==> src/rtl/databus_arb_pkg.sv <==
// Shared types and helpers for the databus round-robin arbiter.
//   arb_state_e : arbiter FSM state (IDLE, BUSY)
//   GRANT_NONE  : all-zero grant vector, wide enough for the largest N_REQ
//   ptr_width() : width of the rr pointer / grant index ($clog2, minimum 1)
package databus_arb_pkg;

  typedef enum logic [0:0] {
    IDLE = 1'b0,
    BUSY = 1'b1
  } arb_state_e;

  localparam int unsigned MAX_REQ = 16;
  localparam logic [MAX_REQ-1:0] GRANT_NONE = '0;

  function automatic int unsigned ptr_width(input int unsigned n);
    return (n <= 2) ? 1 : $clog2(n);
  endfunction

endpackage

==> src/rtl/databus_rr_picker.sv <==
// Combinational grant picker: rotate the valid vector so the rr pointer sits at bit 0,
// priority-encode the lowest set bit, then un-rotate back to a requester index.
// Optional macro DATABUS_ARB_PRIORITY_EN adds prio_mask; any valid requester with its
// prio bit set wins (lowest index first), bypassing the rotation.
// Ports:
//   valid     in  N_REQ  request vector
//   rr_ptr    in  PTR_W  round-robin start index
//   prio_mask in  N_REQ  priority requesters (DATABUS_ARB_PRIORITY_EN only)
//   grant     out N_REQ  one-hot pick, zero if nothing valid
//   grant_idx out PTR_W  binary index of the pick
//   any_valid out 1      at least one requester valid
//   prio_hit  out 1      pick came from the priority path
module databus_rr_picker
  import databus_arb_pkg::*;
#(
  parameter int unsigned N_REQ = 4,
  parameter int unsigned PTR_W = ptr_width(N_REQ)
) (
  input  logic [N_REQ-1:0] valid,
  input  logic [PTR_W-1:0] rr_ptr,
`ifdef DATABUS_ARB_PRIORITY_EN
  input  logic [N_REQ-1:0] prio_mask,
`endif
  output logic [N_REQ-1:0] grant,
  output logic [PTR_W-1:0] grant_idx,
  output logic             any_valid,
  output logic             prio_hit
);

  logic [2*N_REQ-1:0] valid_dbl;
  logic [N_REQ-1:0]   rotated;
  logic [PTR_W-1:0]   rot_idx;
  logic [PTR_W:0]     unrot_sum;

  always_comb begin
    valid_dbl = {valid, valid};
    rotated   = N_REQ'(valid_dbl >> rr_ptr);

    // Descending scan so the lowest set bit is the last (winning) write.
    rot_idx = '0;
    for (int i = N_REQ - 1; i >= 0; i--) begin
      if (rotated[i]) begin
        rot_idx = PTR_W'(i);
      end
    end

    // Explicit modulo: sum of two indices is below 2*N_REQ.
    unrot_sum = {1'b0, rot_idx} + {1'b0, rr_ptr};
    if (unrot_sum >= (PTR_W + 1)'(N_REQ)) begin
      unrot_sum = unrot_sum - (PTR_W + 1)'(N_REQ);
    end

    any_valid = |valid;
    grant_idx = unrot_sum[PTR_W-1:0];
    prio_hit  = 1'b0;

`ifdef DATABUS_ARB_PRIORITY_EN
    for (int i = N_REQ - 1; i >= 0; i--) begin
      if (valid[i] && prio_mask[i]) begin
        grant_idx = PTR_W'(i);
        prio_hit  = 1'b1;
      end
    end
`endif

    grant = '0;
    if (any_valid) begin
      grant[grant_idx] = 1'b1;
    end
  end

endmodule

==> src/rtl/databus_rr_arbiter.sv <==
// Round-robin arbiter sharing one unit-side databus master port among N_REQ requesters.
// A grant is taken in IDLE and held for the whole burst, until a beat with ready & last.
// Optional macro DATABUS_ARB_PRIORITY_EN adds prio_mask_i; priority grants do not move
// the rr pointer.
// Ports:
//   clk, rst                   clock, synchronous active-high reset
//   req_valid_i / req_ready_o  per-requester valid and beat strobe
//   req_last_o                 per-requester last-beat strobe
//   req_addr_i/len_i/wdata_i/wstrb_i  packed per-requester command/write fields
//   req_rdata_o                read data broadcast to every requester
//   databus_*                  shared bus-side port (muxed from the granted requester)
//   grant_o                    one-hot current grant, zero when idle
//   busy_o                     high while a burst is granted
//   prio_mask_i                priority requesters (DATABUS_ARB_PRIORITY_EN only)
module databus_rr_arbiter
  import databus_arb_pkg::*;
#(
  parameter int unsigned N_REQ      = 4,
  parameter int unsigned AXI_ADDR_W = 32,
  parameter int unsigned AXI_DATA_W = 32,
  parameter int unsigned LEN_W      = 16
) (
  input  logic                            clk,
  input  logic                            rst,
  input  logic [N_REQ-1:0]                req_valid_i,
  output logic [N_REQ-1:0]                req_ready_o,
  output logic [N_REQ-1:0]                req_last_o,
  input  logic [N_REQ*AXI_ADDR_W-1:0]     req_addr_i,
  input  logic [N_REQ*LEN_W-1:0]          req_len_i,
  input  logic [N_REQ*AXI_DATA_W-1:0]     req_wdata_i,
  input  logic [N_REQ*AXI_DATA_W/8-1:0]   req_wstrb_i,
  output logic [AXI_DATA_W-1:0]           req_rdata_o,
  output logic                            databus_valid_o,
  input  logic                            databus_ready_i,
  output logic [AXI_ADDR_W-1:0]           databus_addr_o,
  output logic [LEN_W-1:0]                databus_len_o,
  output logic [AXI_DATA_W-1:0]           databus_wdata_o,
  output logic [AXI_DATA_W/8-1:0]         databus_wstrb_o,
  input  logic [AXI_DATA_W-1:0]           databus_rdata_i,
  input  logic                            databus_last_i,
`ifdef DATABUS_ARB_PRIORITY_EN
  input  logic [N_REQ-1:0]                prio_mask_i,
`endif
  output logic [N_REQ-1:0]                grant_o,
  output logic                            busy_o
);

  localparam int unsigned PTR_W  = ptr_width(N_REQ);
  localparam int unsigned STRB_W = AXI_DATA_W / 8;

  arb_state_e       state_q, state_d;
  logic [N_REQ-1:0] grant_q, grant_d;
  logic [PTR_W-1:0] gidx_q, gidx_d;
  logic [PTR_W-1:0] rr_ptr_q, rr_ptr_d;
  logic             prio_q, prio_d;
  logic             busy;

  logic [N_REQ-1:0] pick_grant;
  logic [PTR_W-1:0] pick_idx;
  logic             pick_any;
  logic             pick_prio;
  logic [PTR_W-1:0] rr_after;

  databus_rr_picker #(
    .N_REQ (N_REQ),
    .PTR_W (PTR_W)
  ) u_picker (
    .valid     (req_valid_i),
    .rr_ptr    (rr_ptr_q),
`ifdef DATABUS_ARB_PRIORITY_EN
    .prio_mask (prio_mask_i),
`endif
    .grant     (pick_grant),
    .grant_idx (pick_idx),
    .any_valid (pick_any),
    .prio_hit  (pick_prio)
  );

  assign busy     = (state_q == BUSY);
  // Compare-based wrap so non-power-of-two N_REQ rotates correctly.
  assign rr_after = (gidx_q == PTR_W'(N_REQ - 1)) ? '0 : gidx_q + 1'b1;

  always_comb begin
    state_d  = state_q;
    grant_d  = grant_q;
    gidx_d   = gidx_q;
    rr_ptr_d = rr_ptr_q;
    prio_d   = prio_q;
    unique case (state_q)
      IDLE: begin
        if (pick_any) begin
          state_d = BUSY;
          grant_d = pick_grant;
          gidx_d  = pick_idx;
          prio_d  = pick_prio;
        end
      end
      BUSY: begin
        if (databus_ready_i && databus_last_i) begin
          state_d = IDLE;
          grant_d = GRANT_NONE[N_REQ-1:0];
          if (!prio_q) begin
            rr_ptr_d = rr_after;
          end
        end
      end
      default: state_d = IDLE;
    endcase
  end

  always_ff @(posedge clk) begin
    if (rst) begin
      state_q  <= IDLE;
      grant_q  <= GRANT_NONE[N_REQ-1:0];
      gidx_q   <= '0;
      rr_ptr_q <= '0;
      prio_q   <= 1'b0;
    end else begin
      state_q  <= state_d;
      grant_q  <= grant_d;
      gidx_q   <= gidx_d;
      rr_ptr_q <= rr_ptr_d;
      prio_q   <= prio_d;
    end
  end

  // Bus-side mux; everything reads zero while idle so stale gidx_q never leaks.
  always_comb begin
    databus_valid_o = 1'b0;
    databus_addr_o  = '0;
    databus_len_o   = '0;
    databus_wdata_o = '0;
    databus_wstrb_o = '0;
    if (busy) begin
      databus_valid_o = req_valid_i[gidx_q];
      databus_addr_o  = req_addr_i[gidx_q*AXI_ADDR_W +: AXI_ADDR_W];
      databus_len_o   = req_len_i[gidx_q*LEN_W +: LEN_W];
      databus_wdata_o = req_wdata_i[gidx_q*AXI_DATA_W +: AXI_DATA_W];
      databus_wstrb_o = req_wstrb_i[gidx_q*STRB_W +: STRB_W];
    end
  end

  assign req_ready_o = grant_q & {N_REQ{databus_ready_i & busy}};
  assign req_last_o  = grant_q & {N_REQ{databus_ready_i & databus_last_i & busy}};
  assign req_rdata_o = databus_rdata_i;
  assign grant_o     = grant_q;
  assign busy_o      = busy;

endmodule

==> config.mk <==
export PLATFORM = sky130hd
export DESIGN_NAME = databus_rr_arbiter
export DESIGN_NICKNAME = d
export VERILOG_FILES = /design/src/rtl/databus_arb_pkg.sv /design/src/rtl/databus_rr_picker.sv /design/src/rtl/databus_rr_arbiter.sv
export SDC_FILE = /design/constraint.sdc
export NUM_CORES = 1
export LEC_CHECK = 0
export ABC_AREA = 1
export CORE_AREA = 10 10 189 191
export DETAILED_ROUTE_END_ITERATION = 10
export DIE_AREA = 0 0 199 201
export MAX_ROUTING_LAYER = met4
export SETUP_SLACK_MARGIN = 0.3
export SLEW_MARGIN = 20
export SYNTH_ARGS = -nofsm -noshare
export SYNTH_HDL_FRONTEND = slang
export SYNTH_HIERARCHICAL = 1
export SYNTH_SLANG_ARGS = --single-unit
export TNS_END_PERCENT = 1
==> constraint.sdc <==
create_clock -name clk -period 2.5 [get_ports clk]
set_input_delay 0.5 -clock clk [delete_from_list [all_inputs] [get_ports clk]]
set_output_delay 0.5 -clock clk [all_outputs]
set_load 0.01 [all_outputs]
==> impl_metrics.yaml, run 1 <==
setup_path:
  cp_max_fo: 1
  arrival_ps: 1940
  reg2reg_slack_ps: 500
  r2r_start: "rr_ptr_q[0]$_SDFFE_PP0P_"
  critical_path.endpoint_type: "primary output"
  crit-reg2reg-capture: "grant_o[0]$_SDFFE_PP0P_"
  cp-start-kind: "input pin"
  cp.required_ps: 2000
  ff2ff_path_depth: 14
  criticalPathCategory: "input pin to primary output"
clock_network:
  root_buffer: "clkbuf_16"
  cts_sinks: 10
  cts_resized: 12
  max-clock-path-buffers: 2
  path_clk_slew_ps: 40
  cts_post_setup_buffers_inserted: 0
  insertion_delay_ps: 230
  htree_levels: 1
  cts_hold_buf: 0
  cts_buffers: 3
  cts_tree: "yes"
yosys:
  synth-xor-area-share: 0.001711
  synth_area_mm2: 0.005120
  synth_top_family_by_area: "simple AND/OR/NAND/NOR gates"
  synthSimpleGateAreaFrac: 0.4743
  synth_nets: 1523
  synth_adder_area_share: 0.004888
  synth_mux_area_frac: 0
  synth_compound_area_frac: 0.09629
  seq_area_frac_synth: 0.03910
  synth_warnings: 6
  avgSynthCellArea_um2: 4.472
  ys_ff_latch: 10
  ys_types: 24
  syn_inst: 1145
hold_path:
  whs_endpoint: "prio_q$_SDFFE_PP0P_"
  min_from: "prio_q$_SDFFE_PP0P_"
  hp-class: "flip-flop to flip-flop"
  whs_path_depth: 2
global_route:
  grt_pass1_wl_um: 42750
  grt_start_max_net_pins: 78
  grt_overflow: 0
  grt_pass1_vias: 7335
  grt_use_total: 0.1382
  antenna_found_initial: 1
sta:
  clock.fmax_mhz: 409.6
  finalCritPeriodShare: 0.9766
  fin_skew_ps: 0.8534
  setup_viol: 0
  tns_ps: 0
  drv_slew: 0
  timing.hold.ws_ps: 511.7
  grt_setup_unrepaired: "true"
  fin_crit_ps: 2441
  hold_violations: 0
drt:
  wl_um: 29340
  vias_per_cell: 3.984
  post_drt_wl_per_cell_um: 15.33
  drtIter0Drc: 459
  drtPass1Iterations: 4
  route.antenna.remaining_nets: 0
  drcViolationCount: 0
  vias: 7626
floorplanning:
  die_y_um: 201
  initial_utilization: 0.1598
  die-area_mm2: 0.04000
  std_cell_rows: 66
  io-pin-count: 506
  core_mm2: 0.03204
  die_w_um: 199
final_layout:
  final_layout_size_suffix_gt1_frac: 0.02259
  nFillCells: 3558
  area_growth_pct: 91.52
  layout_common_cells: "clkdlybuf4s50_1, nand2_1, inv_1"
  fin_util: 0.3060
  final_common_cell: "clkdlybuf4s50_1"
  final_cell_area_mm2: 0.009806
  layout.nets: 1884
outcome:
  status: "completed"
place:
  dp_hpwl_um: 23610
  place_area_mm2: 0.009638
  gp_congestion: 0.8687
  port_buffers: 441
run:
  max-cap-violations: 0
power_and_ir_drop:
  p_leak_nw: 5.494
  ir_drop_mv: 0.2531
  p_per_area_mw_per_mm2: 273.1
[stage by stage]
stage / total power, W / std cells / setup slack, ps
after floorplan: 0.001280 / 1145 / 722.0
after global placement: 0.002374 / 1909 / -26.54
after detailed placement: 0.002388 / 1909 / -20.37
after CTS: 0.002719 / 1913 / 41.52
after global routing: 0.002918 / 1914 / -3.693
final: 0.002678 / 1914 / 58.52
[where the power goes]
group | internal (W) | switching, W | total (W)
sequential | 0.000176 | 0.0000245 | 0.000200
combinational | 0.00112 | 0.00105 | 0.00217
clock | 0.000240 | 0.0000717 | 0.000312
total | 0.00154 | 0.00114 | 0.00268
[flip-flops by register name (all words and copies together) (netlist names)]
signal and cells:
grant_o 4, gidx_q 2, rr_ptr_q 2, busy_o 1
prio_q 1
[worst max-delay path, stage by stage]
cell	delay, ps
clkdlybuf4s50_1	470
inv_1	40
nand2_1	150
nand3_1	100
a21oi_1	120
clkdlybuf4s50_1	560
[worst max-delay path by stage]
stage	startpoint	to	depth (start not counted)	slack (ps)
after detailed placement	req_wdata_i[99]	databus_wdata_o[3]	6	-20
final	req_addr_i[114]	databus_addr_o[18]	6	60
after floorplan	req_valid_i[1]	grant_o[0]$_SDFFE_PP0P_	13	720
after global routing	gidx_q[0]$_SDFFE_PP0P_	databus_addr_o[18]	5	-4
after CTS	gidx_q[0]$_SDFFE_PP0P_	databus_wdata_o[0]	6	40
after global placement	req_wstrb_i[12]	databus_wstrb_o[0]	6	-30
[final cells by class]
type / instances / area (µm²) / area share
antenna: 1 / 2.502 / 0.0002552
timing repair buffer: 455 / 4677 / 0.4770
sequential: 10 / 207.7 / 0.02118
clock buffer: 4 / 88.84 / 0.009060
tap: 408 / 510.5 / 0.05206
multi-input combinational: 680 / 2978 / 0.3037
inverter: 356 / 1341 / 0.1368
[layer usage]
layer / global-route usage / up-vias / routed length (µm)
met2: 0.2471 / 268 / 15050
li1: - / 3989 / -
met3: 0.02615 / 38 / 1946
met4: 0.03325 / 0 / 654
met1: 0.1539 / 3331 / 11690
met5: - / - / 0
[cell families (layout without fill, tap and decap cells)]
family | Yosys count | count (layout)
and+or+nand+nor | 578 | 578
DFF | 10 | 10
buffers and inverters | 455 | 815
xor gates and xnor gates | 1 | 1
other | 1 | 2
adders and majority gates | 2 | 2
AOI/OAI and AO/OA | 98 | 98
[Yosys cell counts]
cell type	count	area [µm²]
a21boi_0	1	7.510
a21oi_1	94	470.5
buf_1	3	11.26
buf_2	30	150.1
buf_4	34	255.2
buf_6	11	123.9
clkbuf_1	21	78.83
clkinv_2	2	10.01
conb_1	1	3.750
dfxtp_1	10	200.2
ha_1	2	25.02
inv_1	350	1314
inv_2	3	11.26
inv_4	1	6.260
nand2_1	368	1381
nand2_2	1	6.260
nand2_4	2	22.52
nand3_1	185	925.9
nand3_2	1	10.01
nand3b_1	1	7.510
nor2_1	20	75.07
o21ai_0	1	5.000
o21ai_1	2	10.01
xnor2_1	1	8.760
No activity file was read; power rests on OpenSTA's default activity.
==> run 2: changes to the inputs <==
- PLACE_DENSITY: unset -> 0.48
==> run 2 against run 1 <==
  * First-iteration DRC count shrank 19%
  * Worst setup slack lost 18 ps
  * Worst hold slack lost 8.8 ps
==> impl_metrics.yaml, run 2 (synthesis results as in run 1) <==
drt:
  drtPass1Iterations: 4
  route.antenna.remaining_nets: 0
  wl_um: 31190
  vias: 7554
  vias_per_cell: 3.926
  drcViolationCount: 0
  post_drt_wl_per_cell_um: 16.21
  drtIter0Drc: 370
clock_network:
  htree_levels: 1
  cts_buffers: 3
  path_clk_slew_ps: 40
  root_buffer: "clkbuf_16"
  cts_sinks: 10
  cts_tree: "yes"
  insertion_delay_ps: 240
  cts_post_setup_buffers_inserted: 0
  max-clock-path-buffers: 2
floorplanning:
  die-area_mm2: 0.04000
  io-pin-count: 506
  std_cell_rows: 66
  initial_utilization: 0.1598
  die_y_um: 201
  die_w_um: 199
  core_mm2: 0.03204
sta:
  relSlewSlack: 0.6408
  clock.fmax_mhz: 406.6
  timing.hold.ws_ps: 502.8
  finalCritPeriodShare: 0.9837
  fin_skew_ps: 4.934
  drv_slew: 0
  tightest_slew_ps: 538.8
  fin_crit_ps: 2459
  grt_setup_unrepaired: "true"
  setup_viol: 0
  hold_violations: 0
global_route:
  grt_overflow: 0
  grt_start_max_net_pins: 68
  grt_use_total: 0.1498
  grt_pass1_wl_um: 45550
  antenna_found_initial: 1
  grt_pass1_vias: 7440
final_layout:
  regArea_um2: 209.0
  final_layout_size_suffix_gt1_frac: 0.03168
  area_growth_pct: 96.75
  multi_input_area_mm2: 0.002983
  nFillCells: 3618
  largest_register_ffs: 4
  fin_util: 0.3144
  layout_common_cells: "nand2_1, inv_1, clkdlybuf4s50_1"
  final_common_cell: "nand2_1"
  layout.nets: 1894
power_and_ir_drop:
  p_per_area_mw_per_mm2: 266.1
  fin_total_pwr_w: 0.002681
  p_leak_nw: 6.604
  ir_drop_mv: 0.2218
hold_path:
  whs_path_depth: 2
  hp-class: "flip-flop to flip-flop"
setup_path:
  ff2ff_path_depth: 14
  cp-start-kind: "flip-flop"
  reg2reg_slack_ps: 630
  critical_path.endpoint_type: "primary output"
  cp_max_fo: 49
  cp.required_ps: 2000
  criticalPathCategory: "flip-flop to primary output"
  arrival_ps: 1960
place:
  dp_hpwl_um: 25010
  gp_congestion: 0.8655
  port_buffers: 441
run:
  max-cap-violations: 0
outcome:
  status: "completed"
-- run 2: cell types whose count changed in the layout (fill, tap and decap cells not counted), moves of 2 or more --
cell,delta
clkdlybuf4s50_1,-72
dlymetal6s2s_1,+69
clkbuf_2,+3
buf_4,+9
buf_16,+2
-- run 2: repair_timing --
| action | 4_1_cts | 5_1_grt |
|---|---|---|
| endpoints found under the setup margin | 98 | 98 |
| hold buffers | 0 | 0 |
| resized for setup | 10 | 104 |
-- run 2: final cells by class --
cell class	instances	share of cell area
Antenna cell	1	0.0002484
Clock buffer	3	0.007452
Clock inverter	1	0.0003726
Inverter	356	0.1338
Multi-Input combinational cell	680	0.2961
Sequential cell	10	0.02074
Tap cell	408	0.05068
Timing Repair Buffer	465	0.4906
-- run 2: report_power, final --
part | switching (W) | internal [W] | total, W
logic | 0.00107 | 0.00112 | 0.00220
registers | 0.0000222 | 0.000176 | 0.000198
clock network | 0.0000770 | 0.000210 | 0.000287
-- run 2: path summary, 6_finish.rpt --
path                                               start                      end
worst max-delay path              gidx_q[0]$_SDFFE_PP0P_         databus_len_o[2]
worst min-delay path                 prio_q$_SDFFE_PP0P_      prio_q$_SDFFE_PP0P_
worst max register to register  rr_ptr_q[0]$_SDFFE_PP0P_  grant_o[0]$_SDFFE_PP0P_
worst min register to register       prio_q$_SDFFE_PP0P_      prio_q$_SDFFE_PP0P_
-- run 2: routing by layer --
layer,vias up,GRT usage,routed length (µm)
met5,-,-,0
met4,0,0.02780,461
met3,33,0.02498,1851
met2,247,0.2701,16350
met1,3262,0.1697,12530
li1,4012,-,-
-- run 2: through the flow --
step | TNS [ps] | cell area, µm² | std cells | worst slack, ps
final | 0 | 10070 | 1924 | 40.72
after global routing | -37.69 | 10070 | 1924 | -19.99
after CTS | 0 | 9819 | 1923 | 39.33
after detailed placement | -93.48 | 9742 | 1919 | -38.60
after global placement | -74.50 | 9742 | 1919 | -54.46
after floorplan | 0 | 5120 | 1145 | 722.0
-- run 2: worst max-delay path: stages (launching register included) --
cell and delay (ps):
dfxtp_4 380, buf_12 170, buf_12 180, nand2_1 100
nand3_1 110, a21oi_1 160, clkdlybuf4s50_1 580
